--- src/rtl/ppu_oam_dma.sv ---
// ---------------------------------------------------------------------------
// ppu_oam_dma
//
// Sprite DMA engine sitting behind the CPU write port $4014. A CPU write of
// page P to DMA_REG_ADDR copies CPU addresses P00..PFF into OAM. Each byte is
// one bus read of {P, index} followed by one bus write to OAM_DATA_ADDR. The
// CPU core is stalled for the whole transfer.
//
// Ports:
//   i_cpu_clk    CPU clock; every flop is on its rising edge
//   i_cpu_rst    synchronous, active-high reset
//   i_bus_addr   CPU bus address, snooped for the trigger write
//   i_bus_wn     CPU bus write-not (0 = write)
//   i_bus_wdata  CPU bus write data (page number on a trigger)
//   o_spr_req    bus request to the sprite arbiter
//   i_spr_gnt    bus grant from the arbiter
//   o_spr_addr   master address
//   o_spr_wn     master write-not
//   o_spr_wdata  master write data (read data passed through during WRITE)
//   i_spr_rdata  master read data, valid the cycle after the read address
//   o_cpu_stall  halts the CPU core while high
//   o_dma_done   one-cycle pulse after the last OAM byte is written
//
// Request/grant handshake: o_spr_req is held high from the first waiting
// cycle through the final write. A bus cycle (dummy, read or write) only
// takes effect in a cycle where i_spr_gnt is high; in a cycle with the
// grant low the FSM and all registered outputs hold, so that same bus cycle
// is presented again once the grant returns.
// ---------------------------------------------------------------------------
module ppu_oam_dma #(
    parameter logic [15:0] DMA_REG_ADDR  = 16'h4014,
    parameter logic [15:0] OAM_DATA_ADDR = 16'h2004
) (
    input  logic        i_cpu_clk,
    input  logic        i_cpu_rst,
    input  logic [15:0] i_bus_addr,
    input  logic        i_bus_wn,
    input  logic [7:0]  i_bus_wdata,
    output logic        o_spr_req,
    input  logic        i_spr_gnt,
    output logic [15:0] o_spr_addr,
    output logic        o_spr_wn,
    output logic [7:0]  o_spr_wdata,
    input  logic [7:0]  i_spr_rdata,
    output logic        o_cpu_stall,
    output logic        o_dma_done
);

    typedef enum logic [2:0] {
        S_IDLE     = 3'd0,
        S_WAIT_GNT = 3'd1,
        S_ALIGN    = 3'd2,
        S_ALIGN2   = 3'd3,
        S_READ     = 3'd4,
        S_WRITE    = 3'd5,
        S_DONE     = 3'd6
    } state_t;

    state_t      state_q;
    logic [7:0]  page_q;
    logic [7:0]  index_q;
    logic [7:0]  index_d;
    logic        parity_q;
    logic        parity_d;
    logic        req_q;
    logic [15:0] addr_q;
    logic        wn_q;
    logic        stall_q;
    logic        done_q;
    logic        cpu_trig;

    assign cpu_trig = (i_bus_addr == DMA_REG_ADDR) && !i_bus_wn;
    assign index_d  = index_q + 8'd1;

    // Free-running odd/even cycle marker; it decides whether ALIGN needs a
    // second dummy cycle, reproducing the 513/514-cycle console timing.
    assign parity_d = ~parity_q;

    always_ff @(posedge i_cpu_clk) begin
        if (i_cpu_rst) begin
            parity_q <= 1'b0;
        end else begin
            parity_q <= parity_d;
        end
    end

    // Outputs are registered alongside the state: each transition loads the
    // bus values that belong to the state being entered.
    always_ff @(posedge i_cpu_clk) begin
        if (i_cpu_rst) begin
            state_q <= S_IDLE;
            page_q  <= 8'h00;
            index_q <= 8'h00;
            req_q   <= 1'b0;
            addr_q  <= 16'h0000;
            wn_q    <= 1'b1;
            stall_q <= 1'b0;
            done_q  <= 1'b0;
        end else begin
            done_q <= 1'b0;
            case (state_q)
                S_IDLE: begin
                    if (cpu_trig) begin
                        page_q  <= i_bus_wdata;
                        req_q   <= 1'b1;
                        stall_q <= 1'b1;
                        state_q <= S_WAIT_GNT;
                    end
                end
                S_WAIT_GNT: begin
                    if (i_spr_gnt) begin
                        state_q <= S_ALIGN;
                    end
                end
                S_ALIGN: begin
                    if (i_spr_gnt) begin
                        if (parity_q) begin
                            state_q <= S_ALIGN2;
                        end else begin
                            addr_q  <= {page_q, index_q};
                            wn_q    <= 1'b1;
                            state_q <= S_READ;
                        end
                    end
                end
                S_ALIGN2: begin
                    if (i_spr_gnt) begin
                        addr_q  <= {page_q, index_q};
                        wn_q    <= 1'b1;
                        state_q <= S_READ;
                    end
                end
                S_READ: begin
                    if (i_spr_gnt) begin
                        addr_q  <= OAM_DATA_ADDR;
                        wn_q    <= 1'b0;
                        state_q <= S_WRITE;
                    end
                end
                S_WRITE: begin
                    if (i_spr_gnt) begin
                        wn_q <= 1'b1;
                        if (index_q == 8'hFF) begin
                            req_q   <= 1'b0;
                            stall_q <= 1'b0;
                            done_q  <= 1'b1;
                            index_q <= 8'h00;
                            addr_q  <= 16'h0000;
                            state_q <= S_DONE;
                        end else begin
                            index_q <= index_d;
                            addr_q  <= {page_q, index_d};
                            state_q <= S_READ;
                        end
                    end
                end
                S_DONE: begin
                    index_q <= 8'h00;
                    state_q <= S_IDLE;
                end
                default: begin
                    state_q <= S_IDLE;
                end
            endcase
        end
    end

    assign o_spr_req   = req_q;
    assign o_spr_addr  = addr_q;
    assign o_spr_wn    = wn_q;
    assign o_cpu_stall = stall_q;
    assign o_dma_done  = done_q;

    // Read data arrives the cycle after the read address, which is exactly
    // the WRITE cycle, so it is forwarded combinationally.
    assign o_spr_wdata = (state_q == S_WRITE) ? i_spr_rdata : 8'h00;

endmodule

--- config.mk ---
export PLATFORM = sky130hd
export DESIGN_NAME = ppu_oam_dma
export DESIGN_NICKNAME = d
export VERILOG_FILES = /design/src/rtl/ppu_oam_dma.sv
export SDC_FILE = /design/constraint.sdc
export NUM_CORES = 1
export LEC_CHECK = 0
export ABC_CLOCK_PERIOD_IN_PS = 2350
export CORE_UTILIZATION = 40
export DETAILED_ROUTE_END_ITERATION = 10
export GPL_ROUTABILITY_DRIVEN = 0
export PLACE_DENSITY_LB_ADDON = 0.15
export SYNTH_ARGS = -nofsm -noshare
export SYNTH_HDL_FRONTEND = slang
export SYNTH_SLANG_ARGS = --single-unit
--- constraint.sdc ---
create_clock -name i_cpu_clk -period 2.35 [get_ports i_cpu_clk]
set_clock_uncertainty 0.05 [all_clocks]
set_input_delay 0.235 -clock i_cpu_clk [delete_from_list [all_inputs] [get_ports i_cpu_clk]]
set_output_delay 0.235 -clock i_cpu_clk [all_outputs]
set_load 0.01 [all_outputs]
==> impl.org, run 1 <==
** Critical path
- WS Path Type :: reg -> out
- Of all nets on the critical path, the largest fanout is 13.
- Data on the critical path is required at its endpoint by 2.07 ns.
- For the worst setup path, the data arrival time is 1.89 ns.
- The worst setup path is launched from a register.
- Kind of capture point of the worst setup path :: output pin

** Finish
- Combined area of the multi-input logic cells :: 1100 um^2
- Excluding fillers, the count of instances in the completed layout stands at 378.
- In the final layout, the share of cells above drive strength 1 is 9.00%.
- Number of nets in the layout :: 349
- Utilization of the core after routing :: 59.4%
- Sequential cell area :: 782 um^2
- The number of antenna diodes in the final layout is 0.
- Compared with the post-synthesis result, the final layout area differs by 41.7%.
- Count of filler cells inserted in the layout :: 470

** Logic synthesis
- Synthesis instantiated 46 different standard cells from the library.
- Cells after synthesis :: 244
- Average footprint of a synthesized cell :: 8.22 um^2
- Dominant combinational cell family by area after synthesis :: compound AO/OA/AOI/OAI gates
- Counting flops with a built-in enable in the synthesized netlist gives 0.
- Number of warnings printed during yosys synthesis :: 0
- Counting instances in the post-synthesis netlist gives the leading cell types as dfxtp_1, a21oi_1, o21ai_1.
- Share of the synthesized area in the top cell type :: 38.9%
- Synthesis inferred 39 register bits.
- Counting flops with an async set or reset pin after synthesis yields a share of 0%.
- Complex-gate fraction of the synthesized area :: 29.4%
- dfxtp_1 takes more of the synthesized area than any other cell.
- In this run the cell area of the synthesized design comes to 2010 um^2.
- Share of synthesized area occupied by flip-flops and latches :: 38.9%
- The most used flip-flop cell after synthesis is dfxtp_1.
- The portion of synthesized area spent on multiplexers is 0.998%.
- dfxtp_1 is the most common cell in the netlist.
- The synthesized netlist devotes 1.87% of its cell area to adder and majority cells.
- Total nets after synthesis :: 283
- The synthesized netlist devotes 0% of its cell area to XOR and XNOR gates.
- Post-synthesis simple-gate area fraction :: 22.8%
- Dominant cells by area after synthesis :: dfxtp_1, a21oi_1, o21ai_1, nand3_1, and2_1

** Clocking
- TritonCTS built the clock tree.
- CTS clk-pin slew, worst paths :: 0.08 ns
- Clock tree buffer depth :: 2
- Latest clock arrival within the worst-skew pair :: 0.29 ns
- In this run the number of H-tree levels came out at 2.
- Number of buffers created by CTS :: 5
- The number of hold buffers added after CTS was 0.
- TritonCTS Sinks :: 39
- Clock root buffer :: clkbuf_8

** Detailed routing
- Detailed router's first-iteration violation count :: 113
- Number of vias in the routed layout :: 2,098
- After detailed routing, the number of remaining DRC violations is 0.
- Number of iterations in the first detailed-routing pass :: 4
- After detailed routing, the number of vias per cell comes to 5.55.
- Residual antenna-violating net count after detailed routing :: 0
- Average wire length per cell after detail routing :: 13.8 um
- After detailed routing, the total wire length is 5230 um.

** Floorplan
- Floorplan die height :: 72.8 um
- The floorplan step defined a die boundary enclosing 5300 um^2.
- Cell Rows :: 25
- Total core area :: 4790 um^2
- Initial core utilization :: 41.9%
- Number of placed I/O pins :: 64
- From left edge to right edge, the die measures 72.8 um.

** STA
- Setup repair after global routing missed its margin :: false
- The max-slew violation count came to 0.
- Setup tns final :: 0 ns
- Shortest period the worst path allows :: 2.17 ns
- Fmax :: 460 MHz
- Setup violations remaining at the end of the flow were counted as 0.
- Pin slew with the least headroom to its limit :: 0.520 ns
- The hold violation total from the final report came to 0.
- Measured against its own limit, the worst slew margin works out to 65.3%.
- Final Cycle Share :: 92.5%

** Global route
- The first global-routing pass estimated 8470 um of wire.
- Initial antenna violation count :: 0
- Entering global routing, the biggest net connects 18 pins.
- Across every metal layer, demand over resource in global routing totals 20.6%.
- Aggregate global routing overflow :: 0
- The via count of the first global-routing pass came to 1,862.

** Power
- Of the total power, combinational logic draws 6.6%.
- Switching power :: 281 uW
- Total power per unit cell area :: 464 nW/um^2
- Cell internal power was estimated by the tool at 1040 uW.
- Total power for the finished layout comes to 1320 uW.
- Fraction of power consumed by the clock network :: 43.2%
- P_leak :: 0.000974 uW
- In this run switching power makes up 21.3% of total power.
- VDD sags by at most 0.270 mV.
- Sequential share of power :: 50.3%

** Placement
- Detailed placement finished with a half-perimeter wire length of 3870 um.
- Port Buf Inserts :: 63
- Counting tap cells, the placed design contains a total of 370 instances.

** Worst hold path
- Hold Crit Class :: reg -> reg

** Flow run
- Max-Cap Viols :: 0

** Outcome
- Run status :: finished, final reports clean
[critical path: stages (launching register included)]
cell             delay [ns]
dfxtp_1                0.59
and3_1                 0.32
and2_1                 0.15
clkdlybuf4s50_1        0.53
[flip-flops by register name, summed over array words and instances, names as in the netlist]
name and count:
o_spr_addr 16, index_q 8, page_q 8, state_q 3, o_cpu_stall 1, o_dma_done 1, o_spr_wn 1, parity_q 1
[layout by cell type, fill, tap and decap left out, drive strengths merged, types with 2 or more instances in the layout]
cell type	count
a211oi	5
a21o	2
a21oi	35
a22o	7
a22oi	2
a311oi	5
a31oi	4
and2	10
and3	4
buf	14
clkbuf	5
clkdlybuf4s50	63
clkinv	3
dfxtp	39
ha	3
inv	5
mux2i	2
nand2	15
nand2b	2
nand3	13
nand4b	2
nor2	9
nor2b	4
nor3	6
nor4	2
nor4b	3
o21ai	25
or3	5
or4	3
[stage by stage]
step / hold WS, ns / setup slack, ns / cell area, um^2
finish: 0.425 / 0.177 / 2840
floorplan: 0.304 / 0.406 / 2010
detailed placement: 0.409 / 0.303 / 2730
global placement: 0.401 / 0.342 / 2730
CTS: 0.428 / 0.117 / 2840
global route: 0.445 / 0.0321 / 2840
[final timing paths]
check / endpoint / slack [ns] / start / cells after the start
max: o_spr_wdata[3] / 0.18 / state_q[2] / 3
min: o_spr_addr[8] / 0.43 / o_spr_addr[8] / 1
max reg2reg: o_spr_addr[12] / 0.27 / index_q[0] / 5
min reg2reg: o_spr_addr[8] / 0.43 / o_spr_addr[8] / 1
[layer usage]
layer | track usage, % | wire (um)
met5 | 0 | 0
met4 | 8.06 | 99
met3 | 4.56 | 264
met2 | 30.6 | 2380
met1 | 28.9 | 2480
[power by group through the flow]
stage,combinational (uW),clock [uW],sequential (uW)
2_1_floorplan,18.2,0,678
3_3_place_gp,85.3,0,678
3_5_place_dp,86.7,0,678
4_1_cts,87.5,575,663
5_1_grt,92.4,612,663
6_report,86.5,569,663
[what timing repair did]
action                                  4_1_cts  5_1_grt
hold endpoints to repair                      0        0
resized for setup                             0        1
buffers inserted                              0        0
endpoints found under the setup margin        0        8
[kinds of logic (layout without fill, tap and decap cells)]
| kind of cell | Yosys count | in the layout |
|---|---|---|
| multiplexers | 2 | 2 |
| AO/OA/AOI/OAI | 94 | 94 |
| adder cells (fa/ha/maj) | 3 | 3 |
| flip-flops | 39 | 39 |
| AND/OR/NAND/NOR | 82 | 82 |
| buffers and inverters | 24 | 91 |
[cell type report]
type                       instances  share of cell area (%)
timing repair buffer              77                    25.9
tap                               67                    2.95
clock inverter                     3                    1.54
clock buffer                       5                    2.42
multi-input combinational        181                    38.9
inverter                           6                   0.793
sequential                        39                    27.5
(Power assumes the default switching activity.)
==> run 2: changes to the inputs <==
--- a/config.mk
+++ b/config.mk
@@ -5,7 +5,9 @@
 export SDC_FILE = /design/constraint.sdc
 export NUM_CORES = 1
 export LEC_CHECK = 0
+export ABC_AREA = 1
 export ABC_CLOCK_PERIOD_IN_PS = 2350
+export CORE_MARGIN = 5
 export CORE_UTILIZATION = 40
 export DETAILED_ROUTE_END_ITERATION = 10
 export GPL_ROUTABILITY_DRIVEN = 0
==> run 2 against run 1 <==
Compared with the run above:
- sequential share of layout area shrank 0.44 points
- cell count rose by 15%
- synthesized cell count increased by 23%
- first-iteration DRC count increased by 37%
- non-clock buffer count down 12
- critical path depth grew 2
- area after synthesis rose by 4.2%
- critical path type unchanged
- critical endpoint unchanged
- via count hardly changed
- final area is 1.5% higher
- register-to-register slack improved by 0.32 ns
- sequential cell count unchanged
==> impl.org, run 2 <==
** Clocking
- H-tree depth reported by CTS :: 2 (unchanged)
- Latest clock arrival within the worst-skew pair :: 0.29 ns (about the same)
- Clock tree buffer depth :: 2 (unchanged)
- TritonCTS built the clock tree.
- TritonCTS Sinks :: 39 (unchanged)
- The buffer count from post-CTS setup fixing was 0 (unchanged).
- Cells resized by post-CTS repair :: 0 (unchanged)
- The clock-pin slew of the registers on the worst-case setup and hold paths was 0.08 ns (about the same).
- Clock root buffer :: clkbuf_8
- The number of buffers inserted by hold repair at cts is 0 (unchanged).
- Number of buffers created by CTS :: 5 (unchanged)

** STA
- Worst Slack Setup Final :: 0.156 ns (-0.0206 ns)
- The hold violation total from the final report came to 0 (unchanged).
- The relative slew slack came to 69.2% (+3.9 points).
- The final number of setup-violating endpoints is 0 (unchanged).
- Final Cycle Share :: 93.4% (+0.88 points)
- The final critical-path required period came to 2.19 ns (+0.0206 ns).
- The final-layout setup total negative slack is 0 ns (unchanged).
- The highest clock frequency the design can meet came to 456 MHz (-0.94%).
- The worst-margin pin slew is 0.461 ns (-0.0595 ns).
- Setup repair after global routing left no endpoint under its margin.
- Max-slew violation count :: 0 (unchanged)

** Finish
- The diode insertion count for antenna repair came to 0 (unchanged).
- Sequential cell area :: 781 um^2 (-0.16%)
- Combined area of the multi-input logic cells :: 1100 um^2 (unchanged)
- The filler-free cell count of the finished design is 435 (+15%).
- Commonest non-fill, non-tap cells in the layout :: nand2_1, clkdlybuf4s50_1, nor2_1
- Growth of design area from synthesis to finish :: 38.0%
- The flip-flop count of the largest register after layout came to 16 (unchanged).
- Number of nets in the layout :: 403 (+15%)
- The count of filler cells inserted in the layout was 503 (+7.0%).
- Leading cell type in the layout, fill and taps excluded :: nand2_1
- The proportion of layout cells with a drive suffix above 1 came to 8.49% (-0.51 points).

** Detailed routing
- Number of iterations in the first detailed-routing pass :: 4 (unchanged)
- Routed Wire Length :: 5340 um (+2.2%)
- Average wire length per cell after detail routing :: 12.3 um (-11%)
- Via/cell ratio :: 4.82 (-13%)
- Number of vias in the routed layout :: 2,096 (-0.095%)
- DRC violation count after routing :: 0 (unchanged)
- Detailed router's first-iteration violation count :: 155 (+37%)
- Residual antenna-violating net count after detailed routing :: 0 (unchanged)

** Floorplan
- Number of placed I/O pins :: 64 (unchanged)
- Initial core utilization :: 41.2% (-0.73 points)
- The area enclosed by the die boundary came to 6770 um^2 (+28%).
- Floorplan die height :: 82.3 um (+13%)
- Cell Rows :: 26 (+4.0%)
- Width of the die :: 82.3 um (+13%)
- The standard cell core area is 5070 um^2 (+6.0%).

** Critical path
- WS Path Type :: reg -> out
- Traced cell by cell, the critical path runs through inv_2 > nor2_4 > inv_1 > nor2_1 > clkdlybuf4s50_1.
- STA classifies the critical path startpoint as a register.
- Bufs and invs on worst path :: 3 (+2)
- The required time at the worst-slack endpoint was 2.07 ns (about the same).
- Among cell families on the critical path, the largest total delay comes from buffers and inverters.
- On the critical path, the stage with the largest delay is an instance of clkdlybuf4s50_1.
- The delay contributed by the slowest stage of the critical path was 0.55 ns (-0.04 ns).
- The most critical setup path has its startpoint at state_q[2].
- Largest driver fanout on the critical path :: 8 (-5)
- Arrival time worst endpoint :: 1.91 ns (+0.02 ns)
- The startpoint identified for the worst register-to-register timing path is index_q[0].
- STA classifies the critical path endpoint as an output pin.

** Placement
- Total instance count after detailed placement :: 427 (+15%)
- Post-place setup slack :: 0.477 ns (+0.174 ns)
- Final HPWL from detailed placement :: 3970 um (+2.6%)
- The count of buffers from port buffering came to 63 (unchanged).

** Logic synthesis
- The synthesized net count is 340 (+20%).
- Most used flip-flop cell after synthesis :: dfxtp_1
- Among all cell types in the netlist, the one instantiated most often is nand2_1.
- Yosys cell types :: 33 (-28%)
- Fraction of registers with async set/reset :: 0% (unchanged)
- Cells after synthesis :: 301 (+23%)
- In the synthesized netlist, the cells that appear most often are nand2_1, nor2_1, dfxtp_1.
- The number of synthesized flops with an enable pin is 0 (unchanged).
- The sequential area share after synthesis came to 37.4% (-1.6 points).
- The total of warnings raised by yosys is 0 (unchanged).
- Share of the synthesized area in the top cell type :: 37.4% (-1.6 points)
- The average instance area after synthesis came to 6.94 um^2 (-16%).
- The summed instance area of the synthesized netlist is 2090 um^2 (+4.2%).
- Cell type contributing the most total cell area after synthesis :: dfxtp_1
- Synth Register Bits :: 39 (unchanged)
- Dominant cells by area after synthesis :: dfxtp_1, nand2_1, nor2_1, a21oi_1, inv_1

** Global route
- Initial antenna violation count :: 0 (unchanged)
- The first-pass GRT wire length was 8830 um (+4.2%).
- The leftover overflow at the end of global routing is 0 (unchanged).
- The via count of the first global-routing pass came to 1,975 (+6.1%).
- Pin count of the biggest net entering global routing :: 28 (+10)
- Total global routing track utilization :: 16.7% (-3.9 points)

** Worst hold path
- Hold Crit Class :: reg -> reg
- In this run the most critical hold path is launched from page_q[0].

** Flow run
- Max-Cap Viols :: 0 (unchanged)

** Outcome
- The run finished with clean final reports.

** Power
- The maximum vdd drop was 0.492 mV (+82%).
- The static power due to leakage came to 0.00124 uW (+28%).
- The power density normalized to cell area was 818 nW/um^2 (+76%).
[run 2: final timing paths]
path                                  endpoint  slack, ns  cells past startpoint
worst max-delay path            o_spr_wdata[3]       0.16                      5
worst min-delay path                 page_q[0]       0.42                      2
worst max register to register  o_spr_addr[14]       0.59                      8
worst min register to register       page_q[0]       0.42                      2
[run 2: report_power, final]
group,switching [uW],internal [uW]
Clock,238,344
Combinational,567,398
Sequential,57.1,756
Total,862,1500
[run 2: tightest hold or removal path: cells and delay by family (launching register included)]
kind,cells,cell delay [ns]
AOI/OAI and AO/OA,1,0.06
DFF,1,0.31
and+or+nand+nor,1,0.06
[run 2: through the flow]
step / utilization (%) / total power [uW] / instance area [um^2] / hold WS (ns)
floorplan: - / 1480 / 2090 / 0.345
global placement: 54.5 / 1780 / 2770 / 0.403
detailed placement: 54.5 / 1790 / 2770 / 0.406
CTS: 56.8 / 2370 / 2880 / 0.419
global route: 56.8 / 2530 / 2880 / 0.431
finish: 56.8 / 2360 / 2880 / 0.420
[run 2: layout make-up]
cell class	count	share of cell area, %
inverters	39	5.08
well taps	70	3.04
multi-input cells	214	38.3
flip-flops and latches	39	27.1
clock buffers	6	2.86
repair buffers	65	22.4
clock inverters	2	1.22
[run 2: cells by family after synthesis]
kind of cell | share of synthesized area, %
AO/OA/AOI/OAI | 14.9
adder cells (fa/ha/maj) | 1.80
AND/OR/NAND/NOR | 35.4
XOR/XNOR | 0.838
buffers and inverters | 9.76
flip-flops | 37.4
[run 2: per-layer routing]
metal / share of wire (%) / up-vias / global-route usage [%] / wire length [um]
met1: 44 / 936 / 20.8 / 2370
met3: 8.4 / 6 / 4.77 / 451
met4: 1.1 / 0 / 5.32 / 58
met5: 0 / - / 0 / 0
met2: 46 / 65 / 27.6 / 2470
li1: - / 1089 / - / -
